## config.mk

```make
export PLATFORM = sky130hd
export DESIGN_NAME = instr_fetch_stage
export DESIGN_NICKNAME = d
export VERILOG_FILES = /design/src/rtl/cpu_pkg.sv /design/src/rtl/if_id_reg.sv /design/src/rtl/instr_fetch_stage.sv
export SDC_FILE = /design/constraint.sdc
export NUM_CORES = 1
export LEC_CHECK = 0
export CAP_MARGIN = 0
export CORE_MARGIN = 2
export CORE_UTILIZATION = 23
export CTS_BUF_LIST = sky130_fd_sc_hd__clkbuf_16
export CTS_CLUSTER_DIAMETER = 30
export DETAILED_ROUTE_END_ITERATION = 8
export PLACE_DENSITY = 0.45
export SETUP_SLACK_MARGIN = 0.5
export SKIP_LAST_GASP = 1
export SYNTH_ARGS = -nofsm -noshare
export SYNTH_HDL_FRONTEND = slang
export SYNTH_HIERARCHICAL = 1
export SYNTH_SLANG_ARGS = --single-unit
```

## constraint.sdc

```tcl
create_clock -name Clk -period 2.6 [get_ports Clk]
set_clock_uncertainty 0.1 [all_clocks]
set_input_delay 0.52 -clock Clk [delete_from_list [all_inputs] [get_ports Clk]]
set_output_delay 0.52 -clock Clk [all_outputs]
set_load 0.1 [all_outputs]
```

## src/rtl/cpu_pkg.sv

```systemverilog
// Shared CPU pipeline constants: fetch FSM state codes, bubble instruction, reset PC.
package cpu_pkg;
  localparam int          INSTR_W          = 32;
  localparam logic [1:0]  S_REQ            = 2'd0;
  localparam logic [1:0]  S_WAIT           = 2'd1;
  localparam logic [1:0]  S_HOLD           = 2'd2;
  localparam logic [31:0] NOP_INSTR        = 32'h0000_0000;
  localparam logic [31:0] RESET_PC_DEFAULT = 32'h0000_0000;
endpackage

```

## src/rtl/if_id_reg.sv

```systemverilog
// Pipeline register between stages: bubble beats load beats hold.
// Latency 1 cycle; holds all fields when neither load nor bubble is asserted.
module if_id_reg
  import cpu_pkg::*;
#(
  parameter int                 ADDR_W       = 32,
  parameter logic [INSTR_W-1:0] BUBBLE_INSTR = 32'h0000_0000
) (
  input  logic               clk,
  input  logic               rst_n,
  input  logic               load,
  input  logic               bubble,
  input  logic [INSTR_W-1:0] instr_in,
  input  logic [ADDR_W-1:0]  pc4_in,
  output logic [INSTR_W-1:0] instr,
  output logic [ADDR_W-1:0]  pc4,
  output logic               vld
);

  always_ff @(posedge clk or negedge rst_n) begin
    if (!rst_n) begin
      instr <= BUBBLE_INSTR;
      pc4   <= '0;
      vld   <= 1'b0;
    end else if (bubble) begin
      instr <= BUBBLE_INSTR;
      pc4   <= '0;
      vld   <= 1'b0;
    end else if (load) begin
      instr <= instr_in;
      pc4   <= pc4_in;
      vld   <= 1'b1;
    end
  end

endmodule

```

## src/rtl/instr_fetch_stage.sv

```systemverilog
// Fetch stage: PC, single-outstanding imem handshake, one-word hold buffer, IF/ID register.
// Request to IF/ID is one edge after the response; Stall parks one word in the hold buffer.
module instr_fetch_stage
  import cpu_pkg::*;
#(
  parameter int                 ADDR_W    = 32,
  parameter logic [ADDR_W-1:0]  RESET_PC  = ADDR_W'(RESET_PC_DEFAULT),
  parameter logic [INSTR_W-1:0] NOP_INSTR = cpu_pkg::NOP_INSTR
) (
  input  logic               Clk,
  input  logic               Rst_n,
  output logic               ImemReqValid,
  input  logic               ImemReqReady,
  output logic [ADDR_W-1:0]  ImemReqAddr,
  input  logic               ImemRspValid,
  input  logic [INSTR_W-1:0] ImemRspData,
  input  logic               RedirectValid,
  input  logic [ADDR_W-1:0]  RedirectPC,
  input  logic               Stall,
  input  logic               Flush,
  output logic [INSTR_W-1:0] Instruction,
  output logic [ADDR_W-1:0]  PCPlus4,
  output logic               IdValid
);

  logic [1:0]         state;
  logic [ADDR_W-1:0]  pc;
  logic [ADDR_W-1:0]  req_pc;
  logic               drop;
  logic               hold_vld;
  logic [INSTR_W-1:0] hold_dat;
  logic [ADDR_W-1:0]  hold_pc4;

  logic               deliver;
  logic               id_load;
  logic               id_bubble;
  logic [INSTR_W-1:0] id_instr_in;
  logic [ADDR_W-1:0]  id_pc4_in;
  logic [ADDR_W-1:0]  redirect_aligned;

  assign ImemReqValid     = (state == S_REQ);
  assign ImemReqAddr      = pc;
  assign redirect_aligned = RedirectPC & ~ADDR_W'(3);

  // A response is only live in S_WAIT; stale, redirected or flushed ones go nowhere.
  assign deliver     = (state == S_WAIT) && ImemRspValid && !drop && !RedirectValid && !Flush;
  assign id_bubble   = Flush || (!Stall && !hold_vld && !deliver);
  assign id_load     = !Stall && (hold_vld || deliver);
  assign id_instr_in = hold_vld ? hold_dat : ImemRspData;
  assign id_pc4_in   = hold_vld ? hold_pc4 : req_pc + ADDR_W'(4);

  always_ff @(posedge Clk or negedge Rst_n) begin
    if (!Rst_n) begin
      state    <= S_REQ;
      pc       <= RESET_PC;
      req_pc   <= RESET_PC;
      drop     <= 1'b0;
      hold_vld <= 1'b0;
      hold_dat <= '0;
      hold_pc4 <= '0;
    end else if (RedirectValid) begin
      pc       <= redirect_aligned;
      hold_vld <= 1'b0;
      // An in-flight request must still be drained, so wait for it marked as dropped.
      case (state)
        S_REQ: begin
          if (ImemReqReady) begin
            state <= S_WAIT;
            drop  <= 1'b1;
          end
        end
        S_WAIT: begin
          if (ImemRspValid) begin
            state <= S_REQ;
            drop  <= 1'b0;
          end else begin
            drop  <= 1'b1;
          end
        end
        default: state <= S_REQ;
      endcase
    end else begin
      case (state)
        S_REQ: begin
          if (ImemReqReady) begin
            pc     <= pc + ADDR_W'(4);
            req_pc <= pc;
            state  <= S_WAIT;
          end
        end
        S_WAIT: begin
          if (ImemRspValid) begin
            drop <= 1'b0;
            if (deliver && Stall) begin
              hold_vld <= 1'b1;
              hold_dat <= ImemRspData;
              hold_pc4 <= req_pc + ADDR_W'(4);
              state    <= S_HOLD;
            end else begin
              state    <= S_REQ;
            end
          end
        end
        S_HOLD: begin
          if (!Stall || Flush) begin
            hold_vld <= 1'b0;
            state    <= S_REQ;
          end
        end
        default: state <= S_REQ;
      endcase
    end
  end

  if_id_reg #(
    .ADDR_W       (ADDR_W),
    .BUBBLE_INSTR (NOP_INSTR)
  ) u_if_id (
    .clk      (Clk),
    .rst_n    (Rst_n),
    .load     (id_load),
    .bubble   (id_bubble),
    .instr_in (id_instr_in),
    .pc4_in   (id_pc4_in),
    .instr    (Instruction),
    .pc4      (PCPlus4),
    .vld      (IdValid)
  );

endmodule

```

==> results of run 1 <==
synthesized netlist by cell type (3+ instances only):
| library cell | n |
|---|---|
| nand4_1 | 15 |
| o31ai_1 | 21 |
| o21ai_0 | 16 |
| nor2_1 | 125 |
| o211ai_1 | 4 |
| nand3_1 | 28 |
| a31oi_1 | 45 |
| nor3_1 | 8 |
| buf_1 | 5 |
| inv_1 | 8 |
| buf_8 | 5 |
| a21oi_1 | 3 |
| mux2_1 | 11 |
| or3_1 | 11 |
| clkbuf_1 | 41 |
| or4_4 | 4 |
| nor2b_1 | 3 |
| mux2_2 | 69 |
| buf_6 | 3 |
| dfrtp_1 | 191 |
| nand2_1 | 146 |
| mux2i_1 | 65 |
| and3_1 | 9 |
| xnor2_1 | 8 |
| o21ai_1 | 10 |
| buf_2 | 4 |
| and4_1 | 6 |
| xor2_1 | 12 |
| or4_1 | 24 |
| buf_4 | 3 |
worst max-delay path by stage:
stage / slack (ns) / from / end / depth (start not counted)
after global routing: 0.17 / req_pc[15] / u_if_id/pc4[28] / 7
after floorplan: 0.31 / req_pc[2] / u_if_id/pc4[24] / 8
after CTS: 0.30 / req_pc[8] / u_if_id/pc4[28] / 7
after detailed placement: -0.0003 / ImemReqReady / ImemReqAddr[19] / 6
after global placement: 0.0001 / ImemReqReady / ImemReqAddr[27] / 6
final: 0.29 / req_pc[3] / u_if_id/pc4[26] / 8
per-layer routing:
metal | up-vias | part of all wire
met5 | - | 0
met1 | 3644 | 0.50
met2 | 147 | 0.45
li1 | 3689 | -
met4 | 0 | 0.0094
met3 | 12 | 0.040
metrics by stage:
stage                     total power [W]   TNS [ns]  worst slack (ns)  area (sq um)   util
final                             0.00949          0             0.287         13100  0.328
after global routing               0.0101          0             0.172         13100  0.328
after CTS                         0.00947          0             0.305         12800  0.319
after detailed placement          0.00643  -0.000339         -0.000339         11700  0.294
after global placement            0.00638          0          0.000121         11700  0.294
after floorplan                   0.00560          0             0.315          9480      -
state kept, by name, indices dropped and copies added (netlist names):
| name | flops |
|---|---|
| req_pc | 30 |
| ImemReqAddr | 30 |
| u_if_id/pc4 | 32 |
| hold_pc4 | 30 |
| u_if_id/vld | 1 |
| hold_dat | 32 |
| state | 2 |
| drop | 1 |
| u_if_id/instr | 32 |
| hold_vld | 1 |
power groups by stage:
| stage | Sequential, W | Clock (W) | Combinational [W] |
|---|---|---|---|
| after global routing | 0.00423 | 0.00290 | 0.00295 |
| after global placement | 0.00413 | 0 | 0.00225 |
| after detailed placement | 0.00416 | 0 | 0.00227 |
| final | 0.00413 | 0.00268 | 0.00268 |
| after CTS | 0.00411 | 0.00280 | 0.00256 |
| after floorplan | 0.00445 | 0 | 0.00115 |
timing repair:
action,4_1_cts,5_1_grt
hold buffers,1,0
buffers inserted,15,17
setup endpoints to repair,38,94
gates cloned,1,1
resized for setup,51,38
hold endpoints to repair,37,0
pin swaps,24,18
cell usage in the layout, fill, tap and decap left out, types with 4 or more instances in the layout:
cell type        count
buf_4              159
dfrtp_1            158
nand2_1            144
nor2_1             123
mux2_2              68
mux2i_1             64
clkdlybuf4s50_1     63
a31oi_1             26
nand3_1             25
dfrtp_2             24
or4_1               18
clkbuf_16           18
a31oi_4             16
o21ai_0             16
nand4_1             15
o31ai_1             14
buf_12              13
xor2_1              12
or4_4               11
mux2_1              11
dfrtp_4              9
and3_1               8
inv_1                8
or3_4                8
xnor2_1              7
nor3_1               7
and4_1               6
o21ai_1              6
inv_6                6
buf_6                5
o31ai_2              4
o211ai_1             4
conb_1               4
dlymetal6s2s_1       4
area by class of cell:
| type | count | area [sq um] |
|---|---|---|
| Tap cell | 525 | 657 |
| Fill cell | 4098 | 26900 |
| Sequential cell | 191 | 4840 |
| Multi-Input combinational cell | 668 | 4780 |
| Clock buffer | 17 | 425 |
| Clock inverter | 15 | 154 |
| Timing Repair Buffer | 247 | 2240 |
| Inverter | 9 | 33.8 |
logic make-up (layout without fill, tap and decap cells):
family          after synthesis  in the layout
xor+xnor                     20             20
buf+inv                      70            288
other cells                   1              4
fa+ha+maj                     2              2
compound gates              108            108
mux                         145            145
simple gates                388            389
flops                       191            191
==> out/qor.txt, run 1 <==
CTS Buf Count: 17
Synth Area in Compound Gates: 0.0733
CTS Sinks: 191
DIE WIDTH: 206 um
synthesized flop and latch total: 191
FF-to-FF Start: req_pc[3]
XOR/XNOR Fraction of Synth Area: 0.0187
Critical R2R Capture: u_if_id/pc4[26]
Flop pwr share: 0.435
Leakage Power: 5.44 nW
Psw: 0.00322 W
Die Area: 42,300 sq um
top cell type by total area after synthesis: dfrtp_1
Post-synth ARST share: 1.00
Clock Tree Buf Depth: 2
H-Tree Depth: 4
Logic pwr share: 0.283
CP Max Fanout: 6
clk_lat worst skew: 0.45 ns
Int Pwr: 0.00627 W
Critical Path Max Stage Delay: 0.54 ns
largest net degree at the start of global routing: 66
met1 Use GR: 0.189
post-synth top area share: 0.510
Synth Area in Simple Gates: 0.191
Synth Cell Area: 9370 sq um
CP dominant cell by count: or4_4
R2R cell count: 8
nets: 1,207
max_cap viols: 0
DRT antenna net count: 0
CTS tree: yes
WL final: 27.2 mm
antenna diode count: 0
Placed Cells: 1,605
crit path DAT: 2.59 ns
critical path endpoint category: flop
switching share of power: 0.339
hold depth: 2
Clk network pwr share: 0.282
Worst path slowest cell: or4_4
family with the most delay on the worst path: simple AND/OR/NAND/NOR gates
overall routing resource usage: 0.132
crit path cell chain: ha_4 > nand2_4 > or4_4 > buf_6 > or4_4 > a31oi_4 > mux2i_1 > nor2_1
Via Count: 7,492
adder-cell area share of the yosys netlist: 0.00267
sequential share of the synthesized area: 0.510
peak supply drop: 374 uV
measured slew at the worst slew-check pin: 0.507 ns
Synth Area per Inst: 10.1 sq um
HP Start: ImemRspValid
Slew Limit Headroom: 0.662
DRC Markers: 0
Final Max Slew Viols: 0
Die H: 206 um
Iteration-0 DRC Markers: 280
Root Driver: clkbuf_16
Port Buffers: 164
CP Data Required Time: 2.88 ns
First-pass DRT Iterations: 4
R2R Setup Slk: 0.29 ns
Main synth FF type: dfrtp_1
Final Critical Period: 2.31 ns
Fmax: 0.432 GHz
Hold Crit Class: in2reg
Setup Viol. Count Final: 0
core area: 40,000 sq um
Ys Warns: 6
post-DP HPWL: 18.5 mm
CP Buf/Inv Count: 1
via density per instance: 4.48
Hold Slack: 0.264 ns
row count: 73
ranking of synthesized cells by area: dfrtp_1 51%, mux2_2 8.3%, mux2i_1 6.9%
GR Util met2: 0.202
Mapped Cells: 925
final cell count without fillers: 1,672
IO Pins: 169
count of cell types in the netlist: 48
power density over cell area: 723 nW/um^2
status: completed
mux share of post-synthesis cell area: 0.166
fraction of layout cells with a size suffix above 1: 0.331
antenna violations before repair: 0
Critical Path Start Type: flop
Top Usage Layer GRT: met2
Tcrit/Tclk final: 0.890
Layout area overhead: 40.2%
first-pass GRT wire length: 43.5 mm
routing usage on met3: 0.0257
RSZ-0062 raised after global routing: true
number of global-route vias before repair: 7,567
Hold Path End: state[0]
RePlAce Congestion: 0.781
CTS clock-pin slew for the worst setup and hold paths: 0.08 ns
wire per inst: 16.3 um
Initial Utilization: 0.234
EDFF count, synth: 0
WS Path Type: reg2reg
Hold Vio Cnt, Final: 0
total gr overflow: 0
largest family of logic cells by synthesized area: simple AND/OR/NAND/NOR gates
Note: power is estimated with default switching activity, not from simulation.
==> run 2, diff against run 1 <==
--- a/config.mk
+++ b/config.mk
@@ -8,10 +8,8 @@
 export CAP_MARGIN = 0
 export CORE_MARGIN = 2
 export CORE_UTILIZATION = 23
-export CTS_BUF_LIST = sky130_fd_sc_hd__clkbuf_16
 export CTS_CLUSTER_DIAMETER = 30
 export DETAILED_ROUTE_END_ITERATION = 8
-export PLACE_DENSITY = 0.45
 export SETUP_SLACK_MARGIN = 0.5
 export SKIP_LAST_GASP = 1
 export SYNTH_ARGS = -nofsm -noshare
==> constraint.sdc (replaced) <==
create_clock -name Clk -period 2 [get_ports Clk]
set_clock_uncertainty 0.1 [all_clocks]
set_input_delay 0.4 -clock Clk [delete_from_list [all_inputs] [get_ports Clk]]
set_output_delay 0.4 -clock Clk [all_outputs]
set_load 0.1 [all_outputs]
==> out/qor.txt, run 2 (synthesized netlist as in run 1, its figures left out) <==
Final WS setup: -0.249 ns (was 0.287 ns)
Critical Path Start Type: flop (unchanged)
WL final: 33.5 mm (was 27.2 mm)
Tcrit/Tclk final: 1.12 (was 0.890)
status: complete, but fails checks (was completed)
fraction of layout cells with a size suffix above 1: 0.537 (was 0.331)
Psw: 0.00482 W (was 0.00322 W)
HP Start: Flush (was ImemRspValid)
CP Buf/Inv Count: 2 (was 1)
DRC Markers: 0 (unchanged)
DRT antenna net count: 0 (unchanged)
R2R Setup Slk: -0.25 ns (was 0.29 ns)
CP Max Fanout: 5 (was 6)
Die Area: 42,300 sq um (unchanged)
Clk network pwr share: 0.255 (was 0.282)
Leakage Power: 7.41 nW (was 5.44 nW)
WS Path Type: reg2reg (unchanged)
family with the most delay on the worst path: simple AND/OR/NAND/NOR gates (unchanged)
RePlAce Congestion: 0.813 (was 0.781)
CTS Buf Count: 17 (unchanged)
post-DP HPWL: 19.5 mm (was 18.5 mm)
Final Max Slew Viols: 0 (unchanged)
power density over cell area: 792 nW/um^2 (was 723 nW/um^2)
FF-to-FF Start: req_pc[9] (was req_pc[3])
Setup Viol. Count Final: 27 (was 0)
row count: 73 (unchanged)
Port Buffers: 164 (unchanged)
core area: 40,000 sq um (unchanged)
first-pass GRT wire length: 51.1 mm (was 43.5 mm)
First-pass DRT Iterations: 5 (was 4)
hold depth: 3 (was 2)
via density per instance: 4.65 (was 4.48)
measured slew at the worst slew-check pin: 0.502 ns (was 0.507 ns)
antenna violations before repair: 0 (unchanged)
Iteration-0 DRC Markers: 509 (was 280)
Fmax: 0.445 GHz (was 0.432 GHz)
clk_lat worst skew: 0.45 ns (about the same)
crit path cell chain: nand4_1 > buf_6 > buf_4 > or4_4 > or3_4 > a31oi_4 > mux2i_1 > nor2_1 (was ha_4 > nand2_4 > or4_4 > buf_6 > or4_4 > a31oi_4 > mux2i_1 > nor2_1)
Critical Path Max Stage Delay: 0.57 ns (was 0.54 ns)
CTS Sinks: 191 (unchanged)
Final Core Density: 0.443 (was 0.328)
Die H: 206 um (unchanged)
largest registers: hold_dat: 32 flops, u_if_id/instr: 32 flops, u_if_id/pc4: 32 flops (unchanged)
RSZ-0062 raised after global routing: true (unchanged)
CP Data Required Time: 2.28 ns (was 2.88 ns)
Hold Path End: state[1] (was state[0])
Via Count: 8,693 (was 7,492)
H-Tree Depth: 4 (unchanged)
commonest non-fill, non-tap cell in the layout: dfrtp_1 (was buf_4)
critical path endpoint category: flop (unchanged)
Logic pwr share: 0.359 (was 0.283)
Slew Limit Headroom: 0.665 (was 0.662)
number of global-route vias before repair: 8,881 (was 7,567)
wire per inst: 17.9 um (was 16.3 um)
DIE WIDTH: 206 um (unchanged)
post-route cell area: 17,700 sq um (was 13,100 sq um)
R2R cell count: 8 (unchanged)
largest net degree at the start of global routing: 49 (was 66)
CTS clock-pin slew for the worst setup and hold paths: 0.08 ns (about the same)
Critical R2R Capture: u_if_id/pc4[18] (was u_if_id/pc4[26])
Flop pwr share: 0.386 (was 0.435)
Layout area overhead: 89.1% (was 40.2%)
switching share of power: 0.344 (was 0.339)
peak supply drop: 698 uV (was 374 uV)
Hold Vio Cnt, Final: 0 (unchanged)
total gr overflow: 0 (unchanged)
Int Pwr: 0.00920 W (was 0.00627 W)
Initial Utilization: 0.234 (unchanged)
Placed Area: 13,500 sq um (was 11,700 sq um)
IO Pins: 169 (unchanged)
Worst path slowest cell: or4_4 (unchanged)
CTS tree: yes (unchanged)
failing checks: setup timing
antenna diode count: 0 (unchanged)
Root Driver: clkbuf_16 (unchanged)
overall routing resource usage: 0.157 (was 0.132)
max_cap viols: 0 (unchanged)
WP depth: 8 (unchanged)
nets: 1,405 (was 1,207)
crit path DAT: 2.53 ns (was 2.59 ns)
Clock Tree Buf Depth: 2 (unchanged)
commonest non-fill, non-tap cells in the layout: 155 x dfrtp_1, 154 x buf_4, 133 x buf_12 (was 159 x buf_4, 158 x dfrtp_1, 144 x nand2_1)
Final Critical Period: 2.25 ns (was 2.31 ns)
Hold Crit Class: in2reg (unchanged)
Fillers: 3,593 (was 4,098)
[run 2: changes by cell type in the layout (fill, tap and decap cells not counted), moves of 15 or more]
cell / before / now
mux2_2: 68 / 42
nand2_1: 144 / 74
buf_12: 13 / 133
nand2_4: 1 / 27
mux2_4: 1 / 38
dfrtp_4: 9 / 24
buf_16: 0 / 22
nand2_2: 1 / 44
buf_6: 5 / 60
[run 2: worst max-delay path by stage]
stage	start	endpoint	slack, ns
global placement	RedirectValid	u_if_id/instr[4]	-0.36
finish	req_pc[9]	u_if_id/pc4[18]	-0.25
detailed placement	RedirectValid	u_if_id/instr[13]	-0.36
global route	req_pc[15]	u_if_id/pc4[18]	-0.30
CTS	req_pc[11]	u_if_id/pc4[21]	-0.22
floorplan	req_pc[2]	u_if_id/pc4[24]	-0.29
[run 2: power groups by stage]
stage	sequential [W]	clock [W]	combinational, W
final	0.00540	0.00358	0.00504
after global placement	0.00531	0	0.00368
after floorplan	0.00582	0	0.00172
after CTS	0.00529	0.00366	0.00454
after global routing	0.00551	0.00381	0.00537
after detailed placement	0.00536	0	0.00375
[run 2: layout make-up]
| cell class | instances | area (sq um) | area share |
|---|---|---|---|
| Clock buffer | 17 | 425 | 0.0240 |
| Multi-Input combinational cell | 669 | 5620 | 0.318 |
| Timing Repair Buffer | 444 | 5910 | 0.334 |
| Clock inverter | 14 | 175 | 0.00989 |
| Tap cell | 525 | 657 | 0.0371 |
| Inverter | 9 | 33.8 | 0.00191 |
| Sequential cell | 191 | 4880 | 0.276 |
[run 2: worst register-to-register path, cell delays in order (launching register included)]
cell and delay (ns):
dfrtp_1 0.36, nand4_1 0.12, buf_6 0.14, buf_4 0.14, or4_4 0.57, or3_4 0.43, a31oi_4 0.16, mux2i_1 0.09
nor2_1 0.08
[run 2: repair_timing]
item / CTS / global route
setup endpoints to repair: 281 / 285
buffers inserted: 122 / 32
pin swaps: 87 / 86
hold buffers: 1 / 0
cloned: 24 / 2
resized for setup: 236 / 165
hold endpoints to repair: 42 / 0
[run 2: layer usage]
layer / track usage / share of wire / vias up
met4: 0.0505 / 0.017 / 0
met5: 0 / 0 / -
li1: - / - / 4096
met1: 0.204 / 0.44 / 4330
met3: 0.0366 / 0.051 / 31
met2: 0.258 / 0.49 / 236
[run 2: stage by stage]
stage          hold WS, ns  TNS, ns  setup slack [ns]  cells  total power, W
2_1_floorplan      0.00441    -2.81            -0.288    928         0.00754
3_3_place_gp         0.314   -43.18            -0.356   1657         0.00899
3_5_place_dp         0.322   -46.09            -0.363   1657         0.00910
4_1_cts              0.368    -2.91            -0.223   1835          0.0135
5_1_grt              0.324    -5.65            -0.303   1869          0.0147
6_report             0.325    -3.46            -0.249   1869          0.0140
==> run 3, diff against run 2 <==
--- a/config.mk
+++ b/config.mk
@@ -6,13 +6,14 @@
 export NUM_CORES = 1
 export LEC_CHECK = 0
 export CAP_MARGIN = 0
+export CORE_ASPECT_RATIO = 1.25
 export CORE_MARGIN = 2
 export CORE_UTILIZATION = 23
 export CTS_CLUSTER_DIAMETER = 30
 export DETAILED_ROUTE_END_ITERATION = 8
+export PLACE_DENSITY_LB_ADDON = 0.2
 export SETUP_SLACK_MARGIN = 0.5
 export SKIP_LAST_GASP = 1
 export SYNTH_ARGS = -nofsm -noshare
 export SYNTH_HDL_FRONTEND = slang
-export SYNTH_HIERARCHICAL = 1
 export SYNTH_SLANG_ARGS = --single-unit
==> out/qor.txt, run 3 <==
Synth Cell Area: 8580 sq um (was 9370 sq um)
status: completed (was complete, but fails checks)
via density per instance: 4.37 (was 4.65)
IO Pins: 169 (unchanged)
Root Driver: clkbuf_16 (unchanged)
Iteration-0 DRC Markers: 229 (was 509)
Mapped Cells: 784 (was 925)
ranking of synthesized cells by area: dfrtp_1 55%, mux2_2 8.3%, o21ai_0 6.4% (was dfrtp_1 51%, mux2_2 8.3%, mux2i_1 6.9%)
total gr overflow: 0 (unchanged)
hold depth: 3 (unchanged)
largest registers: hold_dat: 32 flops, u_if_id.instr: 32 flops (was hold_dat: 32 flops, u_if_id/instr: 32 flops, u_if_id/pc4: 32 flops)
Main synth FF type: dfrtp_1 (unchanged)
largest net degree at the start of global routing: 63 (was 49)
Fmax: 0.509 GHz (was 0.445 GHz)
Slew Limit Headroom: 0.629 (was 0.665)
measured slew at the worst slew-check pin: 0.556 ns (was 0.502 ns)
Final WS setup: 0.0356 ns (was -0.249 ns)
wire per inst: 17.4 um (was 17.9 um)
CTS Buf Count: 17 (unchanged)
core area: 37,000 sq um (was 40,000 sq um)
crit path DAT: 2.20 ns (was 2.53 ns)
commonest non-fill, non-tap cells in the layout: 151 x dfrtp_1, 123 x buf_4, 105 x buf_12 (was 155 x dfrtp_1, 154 x buf_4, 133 x buf_12)
Die Area: 38,900 sq um (was 42,300 sq um)
CP Data Required Time: 2.23 ns (was 2.28 ns)
Setup Viol. Count Final: 0 (was 27)
Tcrit/Tclk final: 0.982 (was 1.12)
Hold Vio Cnt, Final: 0 (unchanged)
max_cap viols: 0 (unchanged)
Hold Slack: 0.261 ns (was 0.325 ns)
peak supply drop: 636 uV (was 698 uV)
Port Buffers: 162 (was 164)
Layout area overhead: 79.4% (was 89.1%)
CTS clock-pin slew for the worst setup and hold paths: 0.07 ns (was 0.08 ns)
CTS tree: yes (unchanged)
nets: 1,198 (was 1,405)
Final Max Slew Viols: 0 (unchanged)
R2R Setup Slk: 0.04 ns (was -0.25 ns)
DRC Markers: 0 (unchanged)
H-Tree Depth: 4 (unchanged)
count of cell types in the netlist: 45 (was 48)
Tot Pwr: 0.0124 W (was 0.0140 W)
setup tns final: 0 ns (was -3.46 ns)
RePlAce Congestion: 0.752 (was 0.813)
Final Critical Period: 1.96 ns (was 2.25 ns)
post-synth top area share: 0.551 (was 0.510)
RSZ-0062 raised after global routing: true (unchanged)
CTS Sinks: 189 (was 191)
Die H: 220 um (was 206 um)
Initial Utilization: 0.232 (was 0.234)
CP Max Fanout: 7 (was 5)
WL final: 28.3 mm (was 33.5 mm)
dpl ws: -0.360 ns (was -0.363 ns)
top cell type by total area after synthesis: dfrtp_1 (unchanged)
Critical Path Start Type: flop (unchanged)
WS Path Type: reg2reg (unchanged)
Synth Area per Inst: 10.9 sq um (was 10.1 sq um)
EDFF count, synth: 0 (unchanged)
Post-synth ARST share: 1.00 (unchanged)
Ys Warns: 0 (was 6)
antenna violations before repair: 0 (unchanged)
synthesized flop and latch total: 189 (was 191)
clk_lat worst skew: 0.45 ns (about the same)
First-pass DRT Iterations: 4 (was 5)
first-pass GRT wire length: 42.0 mm (was 51.1 mm)
commonest non-fill, non-tap cell in the layout: dfrtp_1 (unchanged)
Clock Tree Buf Depth: 2 (unchanged)
number of global-route vias before repair: 7,282 (was 8,881)
overall routing resource usage: 0.142 (was 0.157)
Via Count: 7,100 (was 8,693)
most numerous cell in the Yosys netlist: dfrtp_1 (unchanged)
Leakage Power: 6.66 nW (was 7.41 nW)
row count: 79 (was 73)
R2R cell count: 9 (was 8)
DRT antenna net count: 0 (unchanged)
post-DP HPWL: 17.2 mm (was 19.5 mm)
power density over cell area: 805 nW/um^2 (was 792 nW/um^2)
Hold Crit Class: in2reg (unchanged)
sequential share of the synthesized area: 0.551 (was 0.510)
Final Core Density: 0.417 (was 0.443)
synth cell count leaders: 189 x dfrtp_1, 120 x nand2_1, 110 x o21ai_0 (was 191 x dfrtp_1, 146 x nand2_1, 125 x nor2_1)
critical path endpoint category: flop (unchanged)
antenna diode count: 0 (unchanged)
DIE WIDTH: 177 um (was 206 um)
fraction of layout cells with a size suffix above 1: 0.488 (was 0.537)
-- run 3: worst paths after layout --
path / from / endpoint
max in group asynchronous: Rst_n / u_if_id.pc4[18]
hold / removal: RedirectValid / hold_vld
setup reg to reg: state[1] / hold_pc4[16]
setup / recovery: state[1] / hold_pc4[16]
min in group asynchronous: Rst_n / hold_dat[4]
hold reg to reg: hold_pc4[2] / hold_pc4[2]
-- run 3: timing repair --
item,in CTS,in global routing
pin swaps,31,25
hold endpoints to repair,20,0
setup buffers,56,41
setup endpoints to repair,275,280
gates resized for setup,99,143
hold buffers,1,0
gates cloned,10,13
-- run 3: final cells by class --
class                      count  area, sq um
fill                        3499        21600
timing repair buffer         366         4850
sequential                   189         4820
multi-input combinational    540         4430
tap                          486          608
clock buffer                  19          453
clock inverter                13          199
inverter                      11         41.3
-- run 3: kinds of logic (layout without fill, tap and decap cells) --
kind of cell	Yosys count	after routing	share of synthesized area
flops	189	189	0.551
simple gates	222	223	0.132
fa+ha+maj	2	2	0.00291
buf+inv	59	409	0.0303
xor+xnor	57	57	0.0582
other cells	1	4	0.000437
mux	98	98	0.123
compound gates	156	156	0.101
-- run 3: report_power, final --
part           switching, W  internal [W]
Sequential         0.000527       0.00451
Combinational       0.00175       0.00177
Clock               0.00163       0.00220
-- run 3: routing by layer --
metal,part of all wire,vias to the layer above,global-route usage
met5,0,-,0
met4,0.020,0,0.0482
met3,0.039,28,0.0335
met2,0.53,145,0.246
met1,0.41,3498,0.173
li1,-,3429,-
-- run 3: stage by stage --
step	cells	cell area (sq um)
after floorplan	787	9100
after global placement	1471	12400
after detailed placement	1471	12400
after CTS	1570	14200
after global routing	1624	15400
final	1624	15400
-- run 3: worst max-delay path, stage by stage, from the launching register on --
cell,delay (ns)
dfrtp_2,0.45
nand3b_1,0.23
nor4_4,0.24
buf_6,0.17
nand2_8,0.12
buf_12,0.17
buf_16,0.14
buf_8,0.12
nand2_2,0.05
o21ai_2,0.05
